**src/rtl/fifo_arb_2x1_if.sv**
```systemverilog
// Handshake bundle between two show-ahead FIFOs, the 2:1 arbiter and its downstream sink.
// The master modport is the arbiter's view; the slave modport is the FIFO/sink side.
interface fifo_arb_2x1_if #(
   parameter int DATA_WIDTH = 8
);
   logic                  empty_0;
   logic                  empty_1;
   logic [DATA_WIDTH-1:0] data_in0;
   logic [DATA_WIDTH-1:0] data_in1;
   logic                  almost_full;
   logic                  pop_0;
   logic                  pop_1;
   logic [DATA_WIDTH-1:0] data_out;
   logic                  valid_out;
   logic [1:0]            grant;

   modport master (
      input  empty_0, empty_1, data_in0, data_in1, almost_full,
      output pop_0, pop_1, data_out, valid_out, grant
   );

   modport slave (
      output empty_0, empty_1, data_in0, data_in1, almost_full,
      input  pop_0, pop_1, data_out, valid_out, grant
   );
endinterface

```
**src/rtl/fifo_arb_2x1.sv**
```systemverilog
// Two-FIFO to one-sink arbiter: round-robin with bounded bursts, or strict FIFO0
// priority when ARB_STRICT_PRIO_EN is defined. Pops are combinational, data_out is registered.
module fifo_arb_2x1 #(
   parameter int DATA_WIDTH = 8,
   parameter int MAX_BURST  = 4
) (
   input  logic clk,
   input  logic reset,
   fifo_arb_2x1_if.master bus
);

   typedef enum logic [1:0] {
      IDLE   = 2'b00,
      GRANT0 = 2'b01,
      GRANT1 = 2'b10
   } state_t;

   localparam logic [3:0] BURST_LAST = 4'(MAX_BURST - 1);

   state_t                state;
   state_t                state_nxt;
   logic [3:0]            burst_cnt;
   logic [3:0]            burst_nxt;
   logic                  last_served;
   logic                  pop0;
   logic                  pop1;
   logic [DATA_WIDTH-1:0] data_p1;
   logic                  vld_p1;

   // reset gates the strobes so nothing is consumed while it is low
   assign pop0 = reset & (state == GRANT0) & ~bus.empty_0 & ~bus.almost_full;
   assign pop1 = reset & (state == GRANT1) & ~bus.empty_1 & ~bus.almost_full;

   assign bus.pop_0     = pop0;
   assign bus.pop_1     = pop1;
   assign bus.grant     = state;
   assign bus.data_out  = data_p1;
   assign bus.valid_out = vld_p1;

   always_ff @(posedge clk) begin
      if (!reset) begin
         state       <= IDLE;
         burst_cnt   <= 4'd0;
         last_served <= 1'b1;
      end else begin
         state     <= state_nxt;
         burst_cnt <= burst_nxt;
         if (pop0)
            last_served <= 1'b0;
         else if (pop1)
            last_served <= 1'b1;
      end
   end

   always_comb begin
      state_nxt = state;
      burst_nxt = burst_cnt;
      case (state)
         IDLE: begin
`ifdef ARB_STRICT_PRIO_EN
            if (!bus.empty_0)
               state_nxt = GRANT0;
            else if (!bus.empty_1)
               state_nxt = GRANT1;
`else
            if (!bus.empty_0 && !bus.empty_1)
               state_nxt = last_served ? GRANT0 : GRANT1;
            else if (!bus.empty_0)
               state_nxt = GRANT0;
            else if (!bus.empty_1)
               state_nxt = GRANT1;
`endif
         end
         GRANT0: begin
            if (!bus.almost_full) begin
               if (bus.empty_0)
                  state_nxt = bus.empty_1 ? IDLE : GRANT1;
`ifdef ARB_STRICT_PRIO_EN
               else
                  burst_nxt = burst_cnt + 4'd1;
`else
               else if (burst_cnt == BURST_LAST) begin
                  burst_nxt = 4'd0;
                  if (!bus.empty_1)
                     state_nxt = GRANT1;
               end else
                  burst_nxt = burst_cnt + 4'd1;
`endif
            end
         end
         GRANT1: begin
            if (!bus.almost_full) begin
               if (bus.empty_1)
                  state_nxt = bus.empty_0 ? IDLE : GRANT0;
`ifdef ARB_STRICT_PRIO_EN
               else if (!bus.empty_0)
                  state_nxt = GRANT0;
`endif
               else if (burst_cnt == BURST_LAST) begin
                  burst_nxt = 4'd0;
                  if (!bus.empty_0)
                     state_nxt = GRANT0;
               end else
                  burst_nxt = burst_cnt + 4'd1;
            end
         end
         default: state_nxt = IDLE;
      endcase
      if (state_nxt != state)
         burst_nxt = 4'd0;
   end

   // stage p1: forwarded word, one cycle after the pop strobe
   always_ff @(posedge clk) begin
      if (!reset) begin
         data_p1 <= '0;
         vld_p1  <= 1'b0;
      end else begin
         vld_p1 <= pop0 | pop1;
         if (pop0)
            data_p1 <= bus.data_in0;
         else if (pop1)
            data_p1 <= bus.data_in1;
      end
   end

endmodule

```
**src/flat_wrapper.sv**
```systemverilog
// flat-port wrapper written by rule: the top's interface ports become plain ports
module fifo_arb_2x1_flat 
#(
   parameter int DATA_WIDTH = 8,
   parameter int MAX_BURST  = 4
)
  (clk, reset, bus_empty_0, bus_empty_1, bus_data_in0, bus_data_in1, bus_almost_full, bus_pop_0, bus_pop_1, bus_data_out, bus_valid_out, bus_grant);
  fifo_arb_2x1_if #(.DATA_WIDTH(DATA_WIDTH)) bus_i ();
  input  logic clk;
  input  logic reset;
  input wire logic [$bits(bus_i.empty_0)-1:0] bus_empty_0;
  input wire logic [$bits(bus_i.empty_1)-1:0] bus_empty_1;
  input wire logic [$bits(bus_i.data_in0)-1:0] bus_data_in0;
  input wire logic [$bits(bus_i.data_in1)-1:0] bus_data_in1;
  input wire logic [$bits(bus_i.almost_full)-1:0] bus_almost_full;
  output wire logic [$bits(bus_i.pop_0)-1:0] bus_pop_0;
  output wire logic [$bits(bus_i.pop_1)-1:0] bus_pop_1;
  output wire logic [$bits(bus_i.data_out)-1:0] bus_data_out;
  output wire logic [$bits(bus_i.valid_out)-1:0] bus_valid_out;
  output wire logic [$bits(bus_i.grant)-1:0] bus_grant;
  assign bus_i.empty_0 = bus_empty_0;
  assign bus_i.empty_1 = bus_empty_1;
  assign bus_i.data_in0 = bus_data_in0;
  assign bus_i.data_in1 = bus_data_in1;
  assign bus_i.almost_full = bus_almost_full;
  assign bus_pop_0 = bus_i.pop_0;
  assign bus_pop_1 = bus_i.pop_1;
  assign bus_data_out = bus_i.data_out;
  assign bus_valid_out = bus_i.valid_out;
  assign bus_grant = bus_i.grant;
  fifo_arb_2x1 #(.DATA_WIDTH(DATA_WIDTH), .MAX_BURST(MAX_BURST)) u_core (.clk(clk), .reset(reset), .bus(bus_i));
endmodule
```
**config.mk**
```make
export PLATFORM = sky130hd
export DESIGN_NAME = fifo_arb_2x1_flat
export DESIGN_NICKNAME = d
export VERILOG_FILES = /design/src/rtl/fifo_arb_2x1_if.sv /design/src/rtl/fifo_arb_2x1.sv /design/src/flat_wrapper.sv
export SDC_FILE = /design/constraint.sdc
export NUM_CORES = 1
export LEC_CHECK = 0
export CORE_AREA = 2 2 50 52
export DETAILED_ROUTE_END_ITERATION = 8
export DIE_AREA = 0 0 52 54
export PLACE_DENSITY = 0.72
export REMOVE_ABC_BUFFERS = 1
export SYNTH_ARGS = -nofsm -noshare
export SYNTH_HDL_FRONTEND = slang
export SYNTH_SLANG_ARGS = --single-unit
```
**constraint.sdc**
```tcl
create_clock -name clk -period 1.95 [get_ports clk]
set_input_delay 0.39 -clock clk [delete_from_list [all_inputs] [get_ports clk]]
set_output_delay 0.39 -clock clk [all_outputs]
set_load 0.05 [all_outputs]
```
==> results of run 1 <==
per-layer routing:
layer	track usage [%]	vias up	share of wire (%)
met1	22.6	428	40
met2	32.7	22	54
met4	10.1	0	2.9
met3	1.67	6	3.1
met5	0	-	0
li1	-	448	-
critical path, stage by stage:
cell,delay [ns]
clkdlybuf4s50_1,0.42
or3b_4,0.40
nor2_4,0.16
buf_12,0.15
cells in the final DEF (no fill, tap or decap), types with 2 or more instances in the layout:
cell and instances:
clkdlybuf4s50_1 28, buf_4 15, dfxtp_1 15, nand2_1 12, nor2_1 8, o221ai_1 8, a21boi_1 8, a21oi_1 5
o31ai_1 3, clkbuf_4 3, or3b_4 2, nor2_4 2, o21ai_0 2, nand4_1 2, mux2i_1 2, nor3b_1 2
o21a_1 2, buf_12 2
registers in the layout, indices dropped and copies added (netlist names):
register,flops
u_core.burst_cnt,4
u_core.bus.grant,2
u_core.bus.valid_out,1
u_core.last_served,1
u_core.bus.data_out,8
synthesized netlist by cell type:
cell type / instances
o21ai_0: 2
a21oi_1: 5
a21oi_4: 1
o2111ai_1: 1
nand3b_1: 1
clkbuf_1: 3
nand4b_1: 1
o21ai_1: 1
xor2_1: 1
o311ai_0: 1
o221ai_1: 8
nor2_2: 1
ha_1: 1
inv_1: 1
o31ai_1: 3
clkinv_4: 1
or3_1: 1
or3b_1: 1
buf_6: 3
nand4_1: 2
a21o_1: 1
nand2_1: 12
or3b_4: 2
nand2b_1: 2
o21a_1: 2
mux2i_1: 2
a21boi_1: 8
nor3_1: 1
nor3b_1: 2
dfxtp_1: 16
nor2_1: 9
nor2_4: 1
repair_timing:
action,CTS,global route
gates resized for setup,4,4
pin swaps,1,5
buffers inserted,0,2
setup endpoints to repair,4,6
hold buffers,0,0
where the power goes:
part           switching (mW)  internal [mW]
Sequential             0.0165          0.341
Clock                   0.105         0.0718
Combinational           0.125          0.117
how the worst max path moves through the flow:
stage,endpoint,slack (ns),depth (start not counted)
global placement,u_core.burst_cnt[3]$_SDFFE_PP0P_,-0.07,7
floorplan,bus_pop_1,-0.36,2
detailed placement,u_core.burst_cnt[3]$_SDFFE_PP0P_,-0.08,7
global route,bus_pop_1,0.007,4
finish,bus_pop_1,0.04,4
CTS,bus_pop_0,0.004,4
layout make-up:
type,count,area [sq um]
inverter,2,12.5
tap,30,37.5
sequential,16,322
fill,206,972
clock buffer,3,22.5
multi-input combinational,73,508
timing repair buffer,46,445
cell families (layout without fill, tap and decap cells):
| logic type | Yosys count | count (layout) |
|---|---|---|
| adder cells (fa/ha/maj) | 1 | 1 |
| multiplexers | 2 | 2 |
| XOR/XNOR | 1 | 1 |
| AO/OA/AOI/OAI | 33 | 33 |
| flip-flops | 16 | 16 |
| buffers and inverters | 8 | 51 |
| AND/OR/NAND/NOR | 36 | 36 |
==> out/results.ini, run 1 <==
[power]
vdd_ir_drop_max_uv=374
pwr_density_cell_nw_per_um2=575
leakage_nw=0.480
total_power_mw=0.775

[worst_setup_path]
path_class=in2out
crit_start=bus_empty_1
r2r_start=u_core.burst_cnt[0]$_SDFFE_PP0P_
cp-end-kind=output pin
worstPathRequired_ns=1.56
rrSetupSlack_ns=0.14
reg2regPathDepth=6
start_kind=input port
critPathMaxFanout=2
arrival_ns=1.52
r2r_end=u_core.burst_cnt[0]$_SDFFE_PP0P_

[placed_design]
place_inst=165
place.gp.congestion=0.821
numPortBuffers=33
place_area_sq_um=1280
dpl_worst_slack_ns=-0.0790
dp.final_hpwl_microns=1690

[floorplan]
io_pins=34
die_area_sq_um=2810
die_w_microns=52
rows=18
dieHeight_microns=54
coreArea_sq_um=2320
start_util_pct=37.2

[worst_hold_path]
holdPathStages=2
hp-class=reg2reg
min_to=u_core.bus.data_out[2]$_SDFFE_PN0P_
holdCritStartpoint=u_core.bus.data_out[2]$_SDFFE_PN0P_

[logic_synthesis]
synth-xor-area-share_pct=1.01
synth_area_leaders=dfxtp_1 (37%), o221ai_1 (8.1%), a21boi_1 (7.0%)
postSynthAreaPerCell_sq_um=8.90
synth_cells=97
muxShareOfSynthArea_pct=2.32
synthesis.area_sq_um=863
ys_warn_count=0
synth_cell_types=32
synthSimpleGateAreaFrac_pct=22.6
synth_top_family_by_area=compound AO/OA/AOI/OAI gates
synth_top_area_share_pct=37.1
synth.largest_area_cell=dfxtp_1
synth-compound-area-share_pct=28.8
synth_seq_area_share_pct=37.1
synth_seq_cells=16
synthAdderAreaFrac_pct=1.45

[detailed_routing]
vias_per_cell=5.32
dr.pass1.iters=4
drc=0
routed-via-count=904
routed_wl_microns=2360
first_iter_violations=16
ant_nets=0
wire_per_inst_microns=13.9

[sta]
drv_slew=0
max_clock_freq_mhz=523
min_period_ns=1.91
finalSetupViolations=0
maxSlewHeadroom_pct=66.2
skew_ns=0.00509
hold_slack_ns=0.452
finalCritPeriodShare_pct=98.0
rsz0062_at_grt=false
tns_ns=0
worst_slack_ns=0.0382
tightest_slew_ns=0.505
hold_viol_final=0

[cells_and_area]
final_cell_area_sq_um=1350
fin_cells=170
final_util_pct=58.1
antenna_cells=0
fin_nets=164
layout-drive-gt1-share_pct=21.4
area_growth_pct=56.1

[cts]
htree_levels=1
clock-sinks=16
cts_buffer_depth=2
root_buffer=clkbuf_4
clock_latency_ns=0.29
cts_tree=yes
cts_buffers=3
path_clk_slew_ns=0.09

[status]
status=finished clean

[global_routing]
grt_overflow=0
grt_first_pass_wirelength_microns=3860
grt_max_degree=13
antenna_found_initial=0
grt_usage_pct=18.7
grt_pass1_vias=878

[flow_run]
maxCapViolCount=0

Power figures use the tool's default switching activity.
==> run 2: changes to the inputs <==
--- a/config.mk
+++ b/config.mk
@@ -8,8 +8,10 @@
 export CORE_AREA = 2 2 50 52
 export DETAILED_ROUTE_END_ITERATION = 8
 export DIE_AREA = 0 0 52 54
+export MAX_ROUTING_LAYER = met4
 export PLACE_DENSITY = 0.72
 export REMOVE_ABC_BUFFERS = 1
+export SLEW_MARGIN = 10
 export SYNTH_ARGS = -nofsm -noshare
 export SYNTH_HDL_FRONTEND = slang
 export SYNTH_SLANG_ARGS = --single-unit
==> results of run 2 <==
The final DEF is identical to that of run 1; final timing and power are the same.
Among the figures that moved: final weighted congestion in routability-driven placement 0.821 -> 0.833; overall routing resource usage 18.7% -> 19.2%
==> run 3: changes to the inputs <==
--- a/config.mk
+++ b/config.mk
@@ -15,3 +15,4 @@
 export SYNTH_ARGS = -nofsm -noshare
 export SYNTH_HDL_FRONTEND = slang
 export SYNTH_SLANG_ARGS = --single-unit
+export TNS_END_PERCENT = 1
==> run 3 against run 2 <==
Compared with the run above: clock-buffer cell count stayed put; clock skew fell by 0.0010 ns; critical path depth stayed put; highest routed layer unchanged; non-clock buffer count down 1; power fell by 0.47%; wire length down 2.5%; critical path type unchanged; utilization fell by 0.32 points; critical endpoint unchanged.
==> out/results.ini, run 3 (same netlist as run 1, synthesis figures left out) <==
[status]
status=finished clean  ; unchanged

[detailed_routing]
vias_per_cell=5.26  ; was 5.32
routed_wl_microns=2300  ; was 2360 microns
first_iter_violations=13  ; was 16
routed-via-count=889  ; was 904
drc=0  ; unchanged
dr.pass1.iters=4  ; unchanged
wire_per_inst_microns=13.6  ; was 13.9 microns
ant_nets=0  ; unchanged

[power]
leakage_nw=0.476  ; was 0.480 nW
p_int_mw=0.528  ; was 0.530 mW
switching_share_pct=31.6  ; was 31.7%
comb_power_share_pct=30.9  ; was 31.2%
seq_power_share_pct=46.3  ; was 46.1%
clockPowerShare_pct=22.8  ; was 22.7%
pwr_density_cell_nw_per_um2=576  ; was 575 nW/um^2
vdd_ir_drop_max_uv=375  ; was 374 uV
power.switching_mw=0.244  ; was 0.246 mW

[placed_design]
place.gp.congestion=0.833  ; unchanged
place_inst=165  ; unchanged
place_area_sq_um=1280  ; unchanged
dp.final_hpwl_microns=1690  ; unchanged
numPortBuffers=33  ; unchanged

[cts]
cts_buffer_depth=2  ; unchanged
path_clk_slew_ns=0.09  ; about the same
cts_buffers=3  ; unchanged
cts_tree=yes  ; unchanged
clock_latency_ns=0.29  ; about the same
htree_levels=1  ; unchanged
clock-sinks=16  ; unchanged
root_buffer=clkbuf_4  ; unchanged

[cells_and_area]
area_growth_pct=55.2  ; was 56.1%
layout-drive-gt1-share_pct=20.9  ; was 21.4%
mostFrequentLayoutCells=clkdlybuf4s50_1 (28), dfxtp_1 (15), buf_4 (14)  ; was clkdlybuf4s50_1 (28), buf_4 (15), dfxtp_1 (15)
fin_nets=163  ; was 164
final_common_cell=clkdlybuf4s50_1  ; unchanged
antenna_cells=0  ; unchanged
regArea_sq_um=322  ; unchanged
final_cell_area_sq_um=1340  ; was 1350 sq um
fin_cells=169  ; was 170
largest_reg_flops=8  ; unchanged
n_fill_cell=206  ; unchanged
final_util_pct=57.8  ; was 58.1%
multi_input_area_sq_um=508  ; unchanged

[sta]
min_period_ns=1.93  ; was 1.91 ns
max_clock_freq_mhz=519  ; was 523 MHz
rsz0062_at_grt=true  ; was false
finalCritPeriodShare_pct=98.8  ; was 98.0%
maxSlewHeadroom_pct=66.2  ; unchanged
skew_ns=0.00408  ; was 0.00509 ns
hold_viol_final=0  ; unchanged
hold_slack_ns=0.452  ; about the same
drv_slew=0  ; unchanged
finalSetupViolations=0  ; unchanged
tightest_slew_ns=0.505  ; unchanged

[floorplan]
start_util_pct=37.2  ; unchanged
die_area_sq_um=2810  ; unchanged
dieHeight_microns=54  ; unchanged
rows=18  ; unchanged
coreArea_sq_um=2320  ; unchanged
io_pins=34  ; unchanged
die_w_microns=52  ; unchanged

[global_routing]
grt_max_degree=13  ; unchanged
grt_overflow=0  ; unchanged
antenna_found_initial=0  ; unchanged
grt_usage_pct=19.2  ; unchanged
grt_pass1_vias=878  ; unchanged
grt_first_pass_wirelength_microns=3860  ; unchanged

[worst_setup_path]
critPathMaxFanout=3  ; was 2
arrival_ns=1.54  ; was 1.52 ns
start_kind=input port  ; unchanged
path_class=in2out  ; unchanged
cp-end-kind=output pin  ; unchanged
worstPathRequired_ns=1.56  ; about the same

[worst_hold_path]
hp-class=reg2reg  ; unchanged

[flow_run]
maxCapViolCount=0  ; unchanged

[run 3: what timing repair did]
| action | in CTS | in global routing |
|---|---|---|
| pin swaps | 1 | 3 |
| hold endpoints to repair | 0 | 0 |
| resized for setup | 4 | 4 |
| buffers inserted | 0 | 1 |
| hold buffers | 0 | 0 |
| endpoints found under the setup margin | 4 | 6 |
[run 3: path summary, 6_finish.rpt]
path / slack [ns] / endpoint / startpoint / cells after the start
min reg2reg: 0.45 / u_core.bus.data_out[2]$_SDFFE_PN0P_ / u_core.bus.data_out[2]$_SDFFE_PN0P_ / 2
min: 0.45 / u_core.bus.data_out[2]$_SDFFE_PN0P_ / u_core.bus.data_out[2]$_SDFFE_PN0P_ / 2
max reg2reg: 0.15 / u_core.burst_cnt[0]$_SDFFE_PP0P_ / u_core.burst_cnt[0]$_SDFFE_PP0P_ / 6
max: 0.02 / bus_pop_1 / bus_empty_1 / 4
[run 3: through the flow]
step	setup WS, ns	total power [mW]	setup TNS [ns]
5_1_grt	-0.00711	0.815	-0.00711
3_3_place_gp	-0.0737	0.587	-0.181
6_report	0.0241	0.772	0
2_1_floorplan	-0.357	0.480	-1.93
3_5_place_dp	-0.0790	0.593	-0.282
4_1_cts	0.00430	0.774	0
[run 3: layer usage]
| metal | vias up | track usage, % | share of wire (%) |
|---|---|---|---|
| li1 | 445 | - | - |
| met1 | 414 | 22.6 | 41 |
| met2 | 24 | 32.7 | 53 |
| met3 | 6 | 1.67 | 3.6 |
| met4 | 0 | 10.1 | 3.0 |
| met5 | - | - | 0 |
[run 3: area by class of cell]
class | instances | area share, %
well taps | 30 | 2.80
repair buffers | 45 | 32.7
inverters | 2 | 0.934
multi-input cells | 73 | 37.9
clock buffers | 3 | 1.68
flip-flops and latches | 16 | 24.0
[run 3: worst max-delay path, stage by stage]
cell and delay [ns]:
clkdlybuf4s50_1 0.42, or3b_4 0.43, nor2_4 0.14, buf_12 0.15
[run 3: power groups by stage]
stage | clock network (mW) | logic (mW) | registers [mW]
floorplan | 0 | 0.0753 | 0.405
global placement | 0 | 0.225 | 0.363
CTS | 0.186 | 0.232 | 0.356
detailed placement | 0 | 0.230 | 0.363
global route | 0.199 | 0.257 | 0.360
finish | 0.176 | 0.239 | 0.357
